## src/rtl/loop_scan_ctrl.sv

```systemverilog
// Two-level row/column scan scheduler: start/done protocol, shadowed bounds,
// and a valid/ready index stream that stalls on backpressure.
module loop_scan_ctrl #(
  parameter int DW = 8
) (
  input  logic          clk,
  input  logic          rst,
  input  logic          start,
  input  logic          abort,
  input  logic [DW-1:0] rows_max,
  input  logic [DW-1:0] cols_max,
  output logic          busy,
  output logic          done,
  output logic          idx_valid,
  input  logic          idx_ready,
  output logic [DW-1:0] row,
  output logic [DW-1:0] col,
  output logic          first,
  output logic          row_last,
  output logic          last
);

  typedef enum logic [1:0] {IDLE, RUN, DONE} state_t;

  state_t        state, state_nx;
  logic [DW-1:0] row_nx, col_nx;
  logic [DW-1:0] rmax_s, cmax_s, rmax_nx, cmax_nx;
  logic          fire;

  // Outputs decode registered state only, so an async reset drops them at once.
  assign busy      = (state == RUN);
  assign idx_valid = (state == RUN);
  assign done      = (state == DONE);
  assign fire      = idx_valid & idx_ready;
  assign first     = idx_valid && (row == '0) && (col == '0);
  assign row_last  = idx_valid && (col == cmax_s);
  assign last      = row_last && (row == rmax_s);

  always_ff @(posedge clk or posedge rst) begin
    if (rst) begin
      state  <= IDLE;
      row    <= '0;
      col    <= '0;
      rmax_s <= '0;
      cmax_s <= '0;
    end else begin
      state  <= state_nx;
      row    <= row_nx;
      col    <= col_nx;
      rmax_s <= rmax_nx;
      cmax_s <= cmax_nx;
    end
  end

  always_comb begin
    state_nx = state;
    row_nx   = row;
    col_nx   = col;
    rmax_nx  = rmax_s;
    cmax_nx  = cmax_s;
    case (state)
      IDLE: begin
        if (start) begin
          rmax_nx  = rows_max;
          cmax_nx  = cols_max;
          row_nx   = '0;
          col_nx   = '0;
          state_nx = RUN;
        end
      end
      RUN: begin
        // Abort wins over a coincident final beat: the scan ends without done.
        if (abort) begin
          row_nx   = '0;
          col_nx   = '0;
          state_nx = IDLE;
        end else if (fire) begin
          if (!row_last) begin
            col_nx = col + 1'b1;
          end else if (!last) begin
            col_nx = '0;
            row_nx = row + 1'b1;
          end else begin
            state_nx = DONE;
          end
        end
      end
      DONE: begin
        row_nx   = '0;
        col_nx   = '0;
        state_nx = IDLE;
      end
      default: begin
        row_nx   = '0;
        col_nx   = '0;
        state_nx = IDLE;
      end
    endcase
  end

endmodule
```

## config.mk

```make
export PLATFORM = sky130hd
export DESIGN_NAME = loop_scan_ctrl
export DESIGN_NICKNAME = d
export VERILOG_FILES = /design/src/rtl/loop_scan_ctrl.sv
export SDC_FILE = /design/constraint.sdc
export NUM_CORES = 1
export LEC_CHECK = 0
export BUFFER_PORTS_ARGS = -buffer_cell sky130_fd_sc_hd__buf_2
export CAP_MARGIN = 20
export CORE_ASPECT_RATIO = 1.2
export CORE_UTILIZATION = 54
export CTS_CLUSTER_SIZE = 14
export DETAILED_ROUTE_END_ITERATION = 10
export GPL_TIMING_DRIVEN = 1
export PLACE_DENSITY = 0.79
export SLEW_MARGIN = 10
export SYNTH_ARGS = -nofsm -noshare
export SYNTH_HDL_FRONTEND = slang
export SYNTH_SLANG_ARGS = --single-unit
```

## constraint.sdc

```tcl
create_clock -name clk -period 2.1 [get_ports clk]
set_input_delay 0.105 -clock clk [delete_from_list [all_inputs] [get_ports clk]]
set_output_delay 0.105 -clock clk [all_outputs]
set_load 0.02 [all_outputs]
```

==> results of run 1 <==
[cell type report]
class,instances,share of cell area
clock inverter,3,0.00851
timing repair buffer,60,0.139
inverter,14,0.0210
multi-input combinational,146,0.437
clock buffer,5,0.0275
tap,52,0.0260
sequential,34,0.341
[metrics by stage]
| stage | hold WS [ns] | cell area [sq um] |
|---|---|---|
| 2_1_floorplan | 0.247 | 2060 |
| 5_1_grt | 0.0433 | 2500 |
| 3_5_place_dp | 0.219 | 2370 |
| 4_1_cts | 0.0333 | 2470 |
| 6_report | 0.0383 | 2500 |
| 3_3_place_gp | 0.216 | 2370 |
[path summary, 6_finish.rpt]
kind | from | end | slack, ns | depth (start not counted)
max in group asynchronous | rst | state[1] | 1.36 | 4
max | row[0] | first | 0.11 | 6
min | rows_max[1] | rmax_s[1] | 0.04 | 2
min reg2reg | cmax_s[3] | cmax_s[3] | 0.54 | 1
min in group asynchronous | rst | rmax_s[0] | 0.44 | 4
max reg2reg | col[6] | row[6] | 0.24 | 6
[critical path, stage by stage, from the launching register on]
cell,delay [ns]
sky130_fd_sc_hd__dfrtp_1,0.46
sky130_fd_sc_hd__inv_1,0.12
sky130_fd_sc_hd__ha_1,0.14
sky130_fd_sc_hd__nor4b_1,0.37
sky130_fd_sc_hd__nand3_1,0.15
sky130_fd_sc_hd__nor2_1,0.16
sky130_fd_sc_hd__buf_2,0.19
[flip-flops by register name, indices dropped and copies added (netlist names)]
signal,cells
cmax_s,8
col,8
rmax_s,8
row,8
state,2
[where the power goes]
group | switching [mW] | total [mW] | leakage (nW) | internal (mW)
Combinational | 0.190 | 0.372 | 0.650 | 0.182
Sequential | 0.0615 | 0.793 | 0.436 | 0.731
Clock | 0.253 | 0.485 | 0.0441 | 0.232
Total | 0.504 | 1.65 | 1.13 | 1.15
[cell families (layout without fill, tap and decap cells)]
family	count (synthesis)	after routing
adders and majority gates	4	4
and+or+nand+nor	75	75
AOI/OAI and AO/OA	32	32
xor gates and xnor gates	16	16
DFF	34	34
muxes	19	19
buffers and inverters	25	82
[placed cells by master (no fill, tap or decap), types with 2 or more instances in the layout]
cell type	Yosys	routed
sky130_fd_sc_hd__a31oi_1	4	4
sky130_fd_sc_hd__a41oi_1	2	2
sky130_fd_sc_hd__and2_1	4	4
sky130_fd_sc_hd__and3_1	3	3
sky130_fd_sc_hd__buf_2	5	42
sky130_fd_sc_hd__buf_4	1	17
sky130_fd_sc_hd__clkbuf_8	0	5
sky130_fd_sc_hd__dfrtp_1	34	34
sky130_fd_sc_hd__ha_1	4	4
sky130_fd_sc_hd__inv_1	14	14
sky130_fd_sc_hd__mux2_2	17	17
sky130_fd_sc_hd__nand2_1	13	13
sky130_fd_sc_hd__nand3_1	15	15
sky130_fd_sc_hd__nand3b_1	2	2
sky130_fd_sc_hd__nand4_1	6	6
sky130_fd_sc_hd__nor2_1	9	9
sky130_fd_sc_hd__nor2b_1	2	2
sky130_fd_sc_hd__nor3_1	6	6
sky130_fd_sc_hd__nor3b_2	2	2
sky130_fd_sc_hd__nor4_1	2	2
sky130_fd_sc_hd__nor4_4	2	2
sky130_fd_sc_hd__o211ai_1	4	4
sky130_fd_sc_hd__o21ai_0	10	10
sky130_fd_sc_hd__o21ai_1	2	2
sky130_fd_sc_hd__o221ai_1	2	2
sky130_fd_sc_hd__o2bb2ai_1	2	2
sky130_fd_sc_hd__xnor2_1	8	8
sky130_fd_sc_hd__xor2_1	8	8
[per-layer routing]
metal | wire length (um) | share of wire | vias up | global-route usage
li1 | - | - | 844 | -
met5 | 0 | 0 | - | 0
met2 | 2280 | 0.49 | 73 | 0.395
met1 | 2000 | 0.43 | 854 | 0.368
met4 | 46 | 0.0099 | 0 | 0.0847
met3 | 325 | 0.070 | 6 | 0.0522
[timing repair]
| item | 4_1_cts | 5_1_grt |
|---|---|---|
| endpoints found under the hold margin | 34 | 0 |
| buffers inserted | 0 | 4 |
| hold buffers | 1 | 0 |
| endpoints found under the setup margin | 0 | 2 |
[cell usage after synthesis, drive strengths merged (5+ instances only)]
master | n | share of area
xor2 | 8 | 0.034
o21ai | 12 | 0.029
buf | 8 | 0.027
a31oi | 5 | 0.022
xnor2 | 8 | 0.034
dfrtp | 34 | 0.41
nor2 | 10 | 0.019
nand2 | 13 | 0.024
nand3 | 16 | 0.045
nor3 | 7 | 0.019
inv | 14 | 0.025
nor4 | 5 | 0.033
nand4 | 6 | 0.018
mux2 | 18 | 0.098
==> metrics.cfg, run 1 <==
[run_status]
status=completed

[grt]
grt_remaining_overflow=0
grt_pass1_wl_mm=8.02
grt_pass1_vias=1727
grt_antenna_before_repair=0
gr-usage-all-layers=0.259
largest_net_degree_at_the_start_of_global_routing=35

[power_and_ir_drop]
p_leak_nw=1.13
peakVddDrop_mv=0.536
cellPowerDensity_nw_per_um2=660
post-layout-total-power_mw=1.65

[yosys]
post_synthesis_mean_instance_area_sq_um=10.1
synth_compound_gate_area_share=0.112
postSynthNetCount=230
yosys.area_share.simple=0.223
postSynthRegisterBits=34
synth.yosys.warnings=0
ys.flop_type=sky130_fd_sc_hd__dfrtp_1
post_synth_arst_share=1.00
synthMuxAreaShare=0.103
synth_fa_ha_area_frac=0.0243
synthesis.instances=205
synth_top_family_by_area=simple AND/OR/NAND/NOR gates
yosysSeqAreaShare=0.413
post_synth_num_cell_types=46
post_synth_xor_area_fraction=0.0680
synthesis.area_sq_um=2060
synth_edf_count=0

[final_layout]
seqCellArea_sq_um=851
synthToLayoutAreaGrowth_pct=21.2
post_layout_nonfiller_instances=314
n_fill_cell=287
final_layout_net_count=286
antenna_cells=0
multiInputGateArea_sq_um=1090
post-route-util=0.688
final_layout_size_suffix_gt1_frac=0.366

[placed_design]
buffer_ports.inserted=42
dp_worst_setup_slack_ns=0.259
place.gp.congestion=0.897
post-dp-hpwl_mm=3.47
dp.cells=301

[sta]
slew_of_the_pin_with_the_lowest_slew_margin_ns=0.434
hold_viol_final=0
period_needed_ns=1.99
timing.clock.skew_ns=0.00391
timing.final.setup_violations=0
post-route-worst-setup-slack_ns=0.106
final.setup.tns_ns=0
report.final.slew_viol_count=0
timing.max_slew.rel_slack=0.706
rsz_0062_raised_after_global_routing=false
timing.fmax_mhz=501
timing.final.crit_share=0.950

[floorplanning]
fp.dieArea_sq_um=4070
die_w_um=58.4
top_level_ports=43
design.core.area_sq_um=3630
row_count=24
starting_utilization_of_the_core_area=0.567
chipHeight_um=69.7

[routing]
route.final.wire_length_mm=4.65
drt_drc_violations_left=0
detailedRoute.firstIterationViolations=90
wl_per_cell_um=14.8
vias=1777
via_per_inst=5.66
detailedRoute.firstPassIterationCount=4
detail-route-antenna-nets=0

[clocking]
cts-root-to-sink-buffers=2
cts_buffers=5
cts_root_buffer=sky130_fd_sc_hd__clkbuf_8
clock_transition_at_the_register_clock_pins_on_the_worst_setup_and_hold_paths_after_cts_ns=0.07
tritoncts=built
htree_levels=2
tritoncts_num_sinks=34
ctsResizeCount=0
clk_latency_ns=0.29

[worst_setup_path]
critPathRequiredTime_ns=2.00
critical_path.max_fanout=6
startpoint_to_endpoint_class_of_the_critical_path=flip-flop to primary output
worst_setup_path_end_kind=primary output
timing.critical_path.arrival_ns=1.89
crit_path_start_kind=flip-flop

[min_path]
holdCritPathClass=primary input to flip-flop

[flow_run]
timing.max_cap.violations=0

No activity file was read; power rests on OpenSTA's default activity.
==> run 2, diff against run 1 <==
Settings changed: CORE_UTILIZATION 54 to 59, PLACE_DENSITY 0.79 to 0.85.
Clock period 2.1 ns to 2.5 ns, I/O delays scaled along.
==> run 2 against run 1 <==
Effect of this change:
- first-iteration DRC count decreased by 44%
- combinational power decreased by 23%
- die area decreased by 8.2%
- routed wire length decreased by 9.4%
- critical path depth decreased by 1
- clock power decreased by 1%
- global-route usage decreased by 1.4 points
- total power decreased by 13%
- cell count decreased by 9.2%
==> metrics.cfg, run 2 (synthesis gave the netlist of run 1 again) <==
[run_status]
status=completed

[worst_setup_path]
critPathRequiredTime_ns=2.38  ; +0.38 ns
crit_path_start_kind=flip-flop
crit-reg2reg-launch=col[4]
timing.reg2reg.setup_slack_ns=0.58  ; +0.34 ns
startpoint_to_endpoint_class_of_the_critical_path=flip-flop to primary output
critical_path.max_fanout=8  ; +2
worstRegToRegCells=5  ; -1
worst_setup_path_end_kind=primary output
worst_r2r_endpoint=row[6]
timing.critical_path.arrival_ns=2.02  ; +0.13 ns

[final_layout]
layout.cells.most_common=sky130_fd_sc_hd__buf_2
final_layout_size_suffix_gt1_frac=0.331  ; -0.0358
synthToLayoutAreaGrowth_pct=16.1
final_layout_net_count=272  ; -4.9%
post_layout_nonfiller_instances=285  ; -9.2%
final_cell_area_sq_um=2390  ; -4.2%
layout_common_cells=42 x sky130_fd_sc_hd__buf_2, 34 x sky130_fd_sc_hd__dfrtp_1, 17 x sky130_fd_sc_hd__mux2_2
antenna_cells=0  ; unchanged

[power_and_ir_drop]
cellPowerDensity_nw_per_um2=596  ; -9.7%
p_leak_nw=1.07  ; -5.4%
post-layout-total-power_mw=1.43  ; -13%
peakVddDrop_mv=0.477  ; -11%

[placed_design]
place.gp.congestion=0.825  ; -7.9%
dp.cells=276  ; -8.3%
post-dp-hpwl_mm=3.03  ; -12%
buffer_ports.inserted=42  ; unchanged
placement.cell_area_sq_um=2270  ; -4.0%

[clocking]
tritoncts_num_sinks=34  ; unchanged
cts_buffers=5  ; unchanged
clk_latency_ns=0.29  ; about the same
htree_levels=2  ; unchanged
cts_post_setup_buffers_inserted=0  ; unchanged
cts-root-to-sink-buffers=2  ; unchanged
cts_root_buffer=sky130_fd_sc_hd__clkbuf_8
clock_transition_at_the_register_clock_pins_on_the_worst_setup_and_hold_paths_after_cts_ns=0.07  ; about the same
tritoncts=built

[routing]
detailedRoute.firstPassIterationCount=4  ; unchanged
detailedRoute.firstIterationViolations=50  ; -44%
drt_drc_violations_left=0  ; unchanged
route.final.wire_length_mm=4.21  ; -9.4%
vias=1703  ; -4.2%
wl_per_cell_um=14.8  ; -0.18%
detail-route-antenna-nets=0  ; unchanged
via_per_inst=5.98  ; +5.6%

[sta]
period_needed_ns=2.15
rsz_0062_raised_after_global_routing=false
slew_of_the_pin_with_the_lowest_slew_margin_ns=0.706  ; +0.272 ns
timing.fmax_mhz=466
timing.final.setup_violations=0  ; unchanged
timing.clock.skew_ns=0.00732  ; +0.00341 ns
final.setup.tns_ns=0  ; unchanged
timing.max_slew.rel_slack=0.525  ; -0.181
hold_viol_final=0  ; unchanged
timing.final.crit_share=0.859
report.final.slew_viol_count=0  ; unchanged

[floorplanning]
chipHeight_um=66.8  ; -4.2%
die_w_um=56.0  ; -4.2%
fp.dieArea_sq_um=3740  ; -8.2%
row_count=23  ; -4.2%
design.core.area_sq_um=3340  ; -8.1%
top_level_ports=43  ; unchanged
starting_utilization_of_the_core_area=0.618  ; +0.0502

[grt]
grt_pass1_vias=1518  ; -12%
use_met2=0.390  ; -0.00476
grt_pass1_wl_mm=6.99  ; -13%
largest_net_degree_at_the_start_of_global_routing=20  ; -43%
groute.layer.met3.usage=0.0427  ; -0.00952
grt_remaining_overflow=0  ; unchanged
gr-usage-all-layers=0.245  ; -0.0136
grt-busiest-layer=met2
grt_antenna_before_repair=0  ; unchanged
grtUsageMet1=0.317  ; -0.0510

[min_path]
holdCritPathClass=primary input to flip-flop
timing.hold.worst.start=rows_max[4]
whs_endpoint=rmax_s[4]
hold_depth=2  ; unchanged

[flow_run]
timing.max_cap.violations=0  ; unchanged

==> run 2: cell types whose count changed in the layout (fill, tap and decap cells not counted), sizes merged <==
cell and delta:
buf -14, clkbuf +3, clkinvlp -1, clkinv -2
==> run 2: worst max path at each step <==
stage,from,end,cells past startpoint
finish,col[4],last,5
global route,row[4],last,5
CTS,col[4],last,5
detailed placement,col[4],row[6],5
global placement,col[4],row[6],5
floorplan,col[4],last,5
==> run 2: final cells by class <==
class	instances	area, sq um
multi-input cells	146	1090
inverters	14	52.6
clock buffers	8	110
well taps	37	46.3
repair buffers	46	243
flip-flops and latches	34	851
fillers	255	943
==> run 2: worst max-delay path, cell delays in order (launching register included) <==
cell                      delay (ns)
sky130_fd_sc_hd__dfrtp_1        0.48
sky130_fd_sc_hd__xor2_1         0.20
sky130_fd_sc_hd__nor4_4         0.47
sky130_fd_sc_hd__and3_1         0.29
sky130_fd_sc_hd__and2_1         0.14
sky130_fd_sc_hd__buf_2          0.15
==> run 2: power by group <==
part	internal (mW)	leakage [nW]	total [mW]	switching, mW
Combinational	0.135	0.575	0.287	0.151
Sequential	0.615	0.436	0.663	0.0483
Clock	0.278	0.0575	0.479	0.201
==> run 2: timing repair <==
item,CTS,global route
resized for setup,0,0
endpoints found under the hold margin,15,0
hold buffers,1,0
==> run 2: metrics by stage <==
stage,hold slack (ns),setup WS (ns),utilization
2_1_floorplan,0.267,0.586,-
3_3_place_gp,0.221,0.624,0.681
3_5_place_dp,0.230,0.624,0.681
4_1_cts,0.0582,0.356,0.717
5_1_grt,0.0560,0.228,0.717
6_report,0.0598,0.353,0.717
==> run 2: routing by layer <==
layer  part of all wire  vias up
met3              0.050        8
li1                   -      817
met5                  0        -
met1               0.44      820
met2               0.48       58
met4              0.022        0
